<file path="src/rtl/load_extend_unit_if.sv">
// load_extend_unit_if
// Groups the load-return beat (producer side) and the formatted result
// (consumer side) of load_extend_unit into one bundle.
//   in_valid/in_ready        : input beat handshake
//   D, dataSize, sign_en,
//   addr_off                 : raw memory word and access controls
//   out_valid/out_ready      : output handshake (FIFO head)
//   Q, err                   : formatted result and error flag of the head
// master : environment side (drives beats, consumes results)
// slave  : the load_extend_unit itself
interface load_extend_unit_if #(
    parameter int DW = 32
);
    localparam int OW = $clog2(DW / 8);

    logic          in_valid;
    logic          in_ready;
    logic [DW-1:0] D;
    logic [1:0]    dataSize;
    logic          sign_en;
    logic [OW-1:0] addr_off;
    logic          out_valid;
    logic          out_ready;
    logic [DW-1:0] Q;
    logic          err;

    modport master (
        output in_valid, D, dataSize, sign_en, addr_off, out_ready,
        input  in_ready, out_valid, Q, err
    );

    modport slave (
        input  in_valid, D, dataSize, sign_en, addr_off, out_ready,
        output in_ready, out_valid, Q, err
    );
endinterface

</file>
<file path="src/rtl/load_extend_unit.sv">
// load_extend_unit
// Formats memory-read return data: selects the addressed byte lanes,
// zero/sign-extends by access size and flags misaligned or illegal accesses.
// Results go through a DEPTH-entry FIFO with valid/ready so writeback can
// stall; a saturating counter tracks accepted erroneous beats.
// Ports:
//   CLK      in   clock, rising edge
//   CLR      in   asynchronous active-low reset
//   E        in   enable; 0 blocks accepts and pops
//   cnt_clr  in   synchronous clear of err_cnt (wins over increment)
//   err_cnt  out  saturating count of accepted illegal beats
//   bus      slave modport of load_extend_unit_if (beat in, result out)
module load_extend_unit #(
    parameter int DW    = 32,
    parameter int DEPTH = 2,
    parameter int ECW   = 8
) (
    input  logic           CLK,
    input  logic           CLR,
    input  logic           E,
    input  logic           cnt_clr,
    output logic [ECW-1:0] err_cnt,
    load_extend_unit_if.slave bus
);
    localparam int OW = $clog2(DW / 8);
    localparam int PW = (DEPTH > 1) ? $clog2(DEPTH) : 1;
    localparam int CW = $clog2(DEPTH + 1);

    // ------------------------------------------------------------------
    // Formatting
    // ------------------------------------------------------------------
    logic [DW-1:0] shifted;
    logic [DW-1:0] ext_mask;
    logic [DW-1:0] fmt;
    logic [6:0]    kept_bits;
    logic [OW-1:0] align_mask;
    logic          top_bit;
    logic          illegal;

    always_comb begin
        shifted    = bus.D >> {bus.addr_off, 3'b000};
        kept_bits  = 7'd8 << bus.dataSize;
        top_bit    = 1'b0;
        align_mask = '0;
        illegal    = 1'b0;
        ext_mask   = '0;
        case (bus.dataSize)
            2'b00: top_bit = shifted[7];
            2'b01: begin
                top_bit    = shifted[15];
                align_mask = OW'(1);
            end
            2'b10: begin
                top_bit    = shifted[31];
                align_mask = OW'(3);
            end
            default: begin
                top_bit    = shifted[DW-1];
                align_mask = OW'(7);
                illegal    = (DW == 32);
            end
        endcase
        // Offset must be a multiple of the access size.
        illegal = illegal | (|(bus.addr_off & align_mask));
        // Mask of bits above the kept field; empty for full-width accesses,
        // which therefore pass through untouched whatever sign_en says.
        for (int unsigned i = 0; i < DW; i++) begin
            ext_mask[i] = (i >= 32'(kept_bits));
        end
        fmt = (shifted & ~ext_mask) | ({DW{bus.sign_en & top_bit}} & ext_mask);
        if (illegal) begin
            fmt = '0;
        end
    end

    // ------------------------------------------------------------------
    // Output FIFO
    // ------------------------------------------------------------------
    logic [DW-1:0] mem_q   [DEPTH];
    logic          mem_err [DEPTH];
    logic [PW-1:0] wr_ptr;
    logic [PW-1:0] rd_ptr;
    logic [CW-1:0] count;
    logic          full;
    logic          push;
    logic          pop;

    assign full          = (count == CW'(DEPTH));
    assign bus.out_valid = (count != '0);
    assign bus.in_ready  = E & (~full | bus.out_ready);
    assign push          = bus.in_valid & bus.in_ready;
    assign pop           = bus.out_valid & bus.out_ready & E;
    assign bus.Q         = bus.out_valid ? mem_q[rd_ptr] : '0;
    assign bus.err       = bus.out_valid ? mem_err[rd_ptr] : 1'b0;

    function automatic logic [PW-1:0] ptr_inc(input logic [PW-1:0] p);
        return (p == PW'(DEPTH - 1)) ? '0 : p + PW'(1);
    endfunction

    // When full with a simultaneous pop, wr_ptr equals rd_ptr: the slot
    // written is the head being consumed at this same edge.
    always_ff @(posedge CLK) begin
        if (push) begin
            mem_q[wr_ptr]   <= fmt;
            mem_err[wr_ptr] <= illegal;
        end
    end

    always_ff @(posedge CLK or negedge CLR) begin
        if (!CLR) begin
            wr_ptr <= '0;
            rd_ptr <= '0;
            count  <= '0;
        end else begin
            if (push) begin
                wr_ptr <= ptr_inc(wr_ptr);
            end
            if (pop) begin
                rd_ptr <= ptr_inc(rd_ptr);
            end
            case ({push, pop})
                2'b10:   count <= count + CW'(1);
                2'b01:   count <= count - CW'(1);
                default: count <= count;
            endcase
        end
    end

    // ------------------------------------------------------------------
    // Error counter
    // ------------------------------------------------------------------
    always_ff @(posedge CLK or negedge CLR) begin
        if (!CLR) begin
            err_cnt <= '0;
        end else if (cnt_clr) begin
            err_cnt <= '0;
        end else if (push && illegal && (err_cnt != '1)) begin
            err_cnt <= err_cnt + ECW'(1);
        end
    end
endmodule

</file>
<file path="src/flat_wrapper.sv">
// flat-port wrapper written by rule: the top's interface ports become plain ports
module load_extend_unit_flat 
#(
    parameter int DW    = 32,
    parameter int DEPTH = 2,
    parameter int ECW   = 8
)
  (CLK, CLR, E, cnt_clr, err_cnt, bus_in_valid, bus_D, bus_dataSize, bus_sign_en, bus_addr_off, bus_out_ready, bus_in_ready, bus_out_valid, bus_Q, bus_err);
  load_extend_unit_if #(.DW(DW)) bus_i ();
  input  logic CLK;
  input  logic CLR;
  input  logic E;
  input  logic cnt_clr;
  output logic [ECW-1:0] err_cnt;
  input wire logic [$bits(bus_i.in_valid)-1:0] bus_in_valid;
  input wire logic [$bits(bus_i.D)-1:0] bus_D;
  input wire logic [$bits(bus_i.dataSize)-1:0] bus_dataSize;
  input wire logic [$bits(bus_i.sign_en)-1:0] bus_sign_en;
  input wire logic [$bits(bus_i.addr_off)-1:0] bus_addr_off;
  input wire logic [$bits(bus_i.out_ready)-1:0] bus_out_ready;
  output wire logic [$bits(bus_i.in_ready)-1:0] bus_in_ready;
  output wire logic [$bits(bus_i.out_valid)-1:0] bus_out_valid;
  output wire logic [$bits(bus_i.Q)-1:0] bus_Q;
  output wire logic [$bits(bus_i.err)-1:0] bus_err;
  assign bus_i.in_valid = bus_in_valid;
  assign bus_i.D = bus_D;
  assign bus_i.dataSize = bus_dataSize;
  assign bus_i.sign_en = bus_sign_en;
  assign bus_i.addr_off = bus_addr_off;
  assign bus_i.out_ready = bus_out_ready;
  assign bus_in_ready = bus_i.in_ready;
  assign bus_out_valid = bus_i.out_valid;
  assign bus_Q = bus_i.Q;
  assign bus_err = bus_i.err;
  load_extend_unit #(.DW(DW), .DEPTH(DEPTH), .ECW(ECW)) u_core (.CLK(CLK), .CLR(CLR), .E(E), .cnt_clr(cnt_clr), .err_cnt(err_cnt), .bus(bus_i));
endmodule
</file>
<file path="config.mk">
export PLATFORM = sky130hd
export DESIGN_NAME = load_extend_unit_flat
export DESIGN_NICKNAME = d
export VERILOG_FILES = /design/src/rtl/load_extend_unit_if.sv /design/src/rtl/load_extend_unit.sv /design/src/flat_wrapper.sv
export SDC_FILE = /design/constraint.sdc
export NUM_CORES = 1
export LEC_CHECK = 0
export CAP_MARGIN = 25
export CORE_MARGIN = 2
export CORE_UTILIZATION = 30
export CTS_BUF_LIST = sky130_fd_sc_hd__clkbuf_16
export DETAILED_ROUTE_END_ITERATION = 8
export PLACE_DENSITY = 0.6
export SLEW_MARGIN = 15
export SYNTH_ARGS = -nofsm -noshare
export SYNTH_HDL_FRONTEND = slang
export SYNTH_SLANG_ARGS = --single-unit
</file>
<file path="constraint.sdc">
create_clock -name CLK -period 2.9 [get_ports CLK]
set_input_delay 0.29 -clock CLK [delete_from_list [all_inputs] [get_ports CLK]]
set_output_delay 0.29 -clock CLK [all_outputs]
set_load 0.01 [all_outputs]
</file>
==> results_dict.tcl <==
set metrics [dict create \
    status "finished, final reports clean" \
    synth_edf_count 66 \
    seq_area_frac_synth_pct 59.4 \
    cts_tree "done" \
    gr-usage-all-layers_pct 14.5 \
    synth.net_count 375 \
    combPwrFrac_pct 37.0 \
    path_cells "buf_12 -> mux2i_1 -> nor2_1 -> clkdlybuf4s50_1" \
    clk_latency_ns 0.33 \
    port_buffers 85 \
    tns_ns 0 \
    synthesis.area_um2 3840 \
    yosys.area_share.simple_pct 16.1 \
    cts_made_buffers 9 \
    yosysWarnings 0 \
    drive_gt1_share_pct 7.88 \
    path_buf_inv 2 \
    die_area_um2 13700 \
    synth-adder-area-share_pct 0.652 \
    post_cts_buffers 0 \
    ctsRootBufferMaster "clkbuf_16" \
    grt_pass1_vias 2894 \
    yosys-top-cells-area "edfxtp_1 (52%), mux2i_1 (11%), dfrtp_1 (7.8%)" \
    coreArea_um2 12600 \
    ant_nets 0 \
    synth_top_family_by_area "simple AND/OR/NAND/NOR gates" \
    synthToLayoutAreaGrowth_pct 35.2 \
    placementRows 41 \
    hp-class "in -> async" \
    min_period_over_period_pct 83.6 \
    power_frac_clock_pct 24.9 \
    ys_top_cells_by_count "edfxtp_1 (66), nor2_1 (61), mux2i_1 (43)" \
    setup-violations-final 0 \
    fillers 1211 \
    grt_overflow_total 0 \
    switching_share_pct 30.8 \
    synth_xor_area_share_pct 1.14 \
    die_w_um 117 \
    drt-total-wl_um 9460 \
    post-route-min-period_ns 2.43 \
    ios 86 \
    clock.fmax_ghz 0.412 \
    cts_max_path_buffers 2 \
    final_core_util_pct 41.3 \
    first_pass_iters 4 \
    synth_compound_area_share_pct 6.84 \
    drtIter0Drc 148 \
    p_leak_nw 1.97 \
    cts.sinks 78 \
    grt_max_degree 34 \
    switchingPower_mw 1.20 \
    synthArstFlopShare_pct 15.4 \
    hold_violations 0 \
    yosys.area.top_type "edfxtp_1" \
    grt_pass1_wl_um 15100 \
    wire_per_inst_um 16.0 \
    synthMuxAreaShare_pct 13.0 \
    cts_hold_buf 0 \
    cp.required_ns 2.61 \
    die_h_um 117 \
    setup.worst_path.class "reg -> out" \
    h-tree-depth 3 \
    worstMarginPinSlew_ns 0.981 \
    synth.most_common_cell "edfxtp_1" \
    cpPeakStageDelay_ns 0.70 \
    power_density_nw_per_um2 755 \
    drv_slew 0 \
    dp_hpwl_um 6720 \
    cap_violations 0 \
    ys_seq_elements 78 \
    placed_cell_area_um2 4920 \
    vias_per_cell 4.80 \
    ir_worst_vdd_v 0.000218 \
    cp_top_family "buffers and inverters" \
    final-seq-area_um2 2280 \
    synth-main-ff-cell "edfxtp_1" \
    ys_types 38 \
    cts_resized 0 \
    synth_top_area_share_pct 51.6 \
    finalWorstSetupSlack_ns 0.474 \
    relSlewSlack_pct 34.5 \
    r2r-start "u_core.count[1]$_DFFE_PN0P_" \
    netlist_instances 330 \
    p_int_mw 2.71 \
    finalHoldWorstSlack_ns 0.326 \
    rsz0062_at_grt "false" \
    nNetsFinal 460 \
    remaining_drc_errors 0 \
    rrSetupSlack_ns 0.65 \
    clk_pin_slew_ns 0.06 \
    finalClockSkew_ns 0.00674 \
    critPathCaptureType "output pin" \
    multi_input_area_um2 1470 \
    diodes 0 \
    crit_arrival_ns 2.14 \
    start_util_pct 30.6 \
    avgSynthCellArea_um2 11.6 \
    vias 2836 \
    antenna_found_initial 0 \
    cp_max_fo 19 \
    reg2reg_depth 4 \
    pwr-share-seq_pct 38.1 \
    slowest_stage "dfrtp_2" \
    final_cell_area_um2 5190 \
    place.gp.congestion 0.779 \
    cp-start-kind "register" \
    dpl_worst_slack_ns 0.311 \
    r2r-end "u_core.mem_q[0][2]$_DFFE_PP_" \
]
-- registers in the layout, summed over array words and instances (netlist names) --
name and cells:
u_core.wr_ptr 1, u_core.mem_q 64, u_core.mem_err 2, u_core.err_cnt 8, u_core.count 2, u_core.rd_ptr 1
-- cell families after synthesis --
kind of cell	count (synthesis)
AO/OA/AOI/OAI	39
XOR/XNOR	5
adder cells (fa/ha/maj)	2
buffers and inverters	24
flip-flops	78
multiplexers	48
AND/OR/NAND/NOR	134
-- power groups by stage --
stage	Combinational [mW]	Sequential (mW)	Clock, mW
floorplan	0.772	1.44	0
global placement	1.46	1.52	0
CTS	1.48	1.50	0.998
finish	1.45	1.49	0.976
detailed placement	1.47	1.52	0
global route	1.59	1.51	1.05
-- how the worst max path moves through the flow --
| stage | cells past startpoint | startpoint | endpoint |
|---|---|---|---|
| after CTS | 4 | u_core.rd_ptr$_DFFE_PN0P_ | bus_Q[3] |
| after global placement | 5 | bus_out_ready | u_core.mem_q[0][17]$_DFFE_PP_ |
| after global routing | 4 | u_core.rd_ptr$_DFFE_PN0P_ | bus_Q[3] |
| after detailed placement | 5 | bus_out_ready | u_core.mem_q[1][12]$_DFFE_PP_ |
| final | 4 | u_core.rd_ptr$_DFFE_PN0P_ | bus_Q[3] |
| after floorplan | 5 | u_core.count[1]$_DFFE_PN0P_ | u_core.mem_err[0]$_DFFE_PP_ |
-- routing by layer --
layer  track usage (%)  up-vias  wire length, um
li1                  -     1374                -
met1              19.1     1364             4200
met2              24.1       96             4630
met3              4.17        2              609
met4              2.90        0               23
met5                 0        -                0
-- cells in the final DEF (no fill, tap or decap), types with 2 or more instances in the layout --
cell type,n
a211oi_1,21
a21oi_1,6
and2_1,2
and3_1,3
buf_12,3
buf_4,6
clkbuf_16,9
clkdlybuf4s50_1,85
clkinv_1,2
clkinv_2,3
dfrtp_1,11
edfxtp_1,66
ha_1,2
inv_1,4
mux2_2,4
mux2i_1,43
nand2_1,33
nand2b_1,4
nand3_1,4
nand4_1,2
nand4b_1,2
nor2_1,58
nor2_4,2
nor2b_1,12
nor3_1,2
nor4_1,3
o21ai_0,4
o21ai_1,2
o31ai_1,2
or4_1,2
xnor2_1,3
xor2_1,2
-- area by class of cell --
cell class                 count  share of cell area [%]
multi-input combinational    228                    28.2
clock buffer                   9                    4.34
sequential                    78                    44.0
timing repair buffer          94                    18.4
inverter                       4                   0.289
tap                          172                    4.15
clock inverter                 6                   0.578
-- metrics by stage --
| stage | power (mW) | instances |
|---|---|---|
| global route | 4.15 | 591 |
| floorplan | 2.21 | 330 |
| finish | 3.92 | 591 |
| CTS | 3.97 | 590 |
| detailed placement | 2.99 | 575 |
| global placement | 2.98 | 575 |
-- worst reg2reg max path, stage by stage, from the launching register on --
cell     delay [ns]
dfrtp_1        0.41
or3b_1         0.19
and3_1         0.21
inv_1          0.23
nor2_4         0.82
Note: power is estimated with default switching activity, not from simulation.
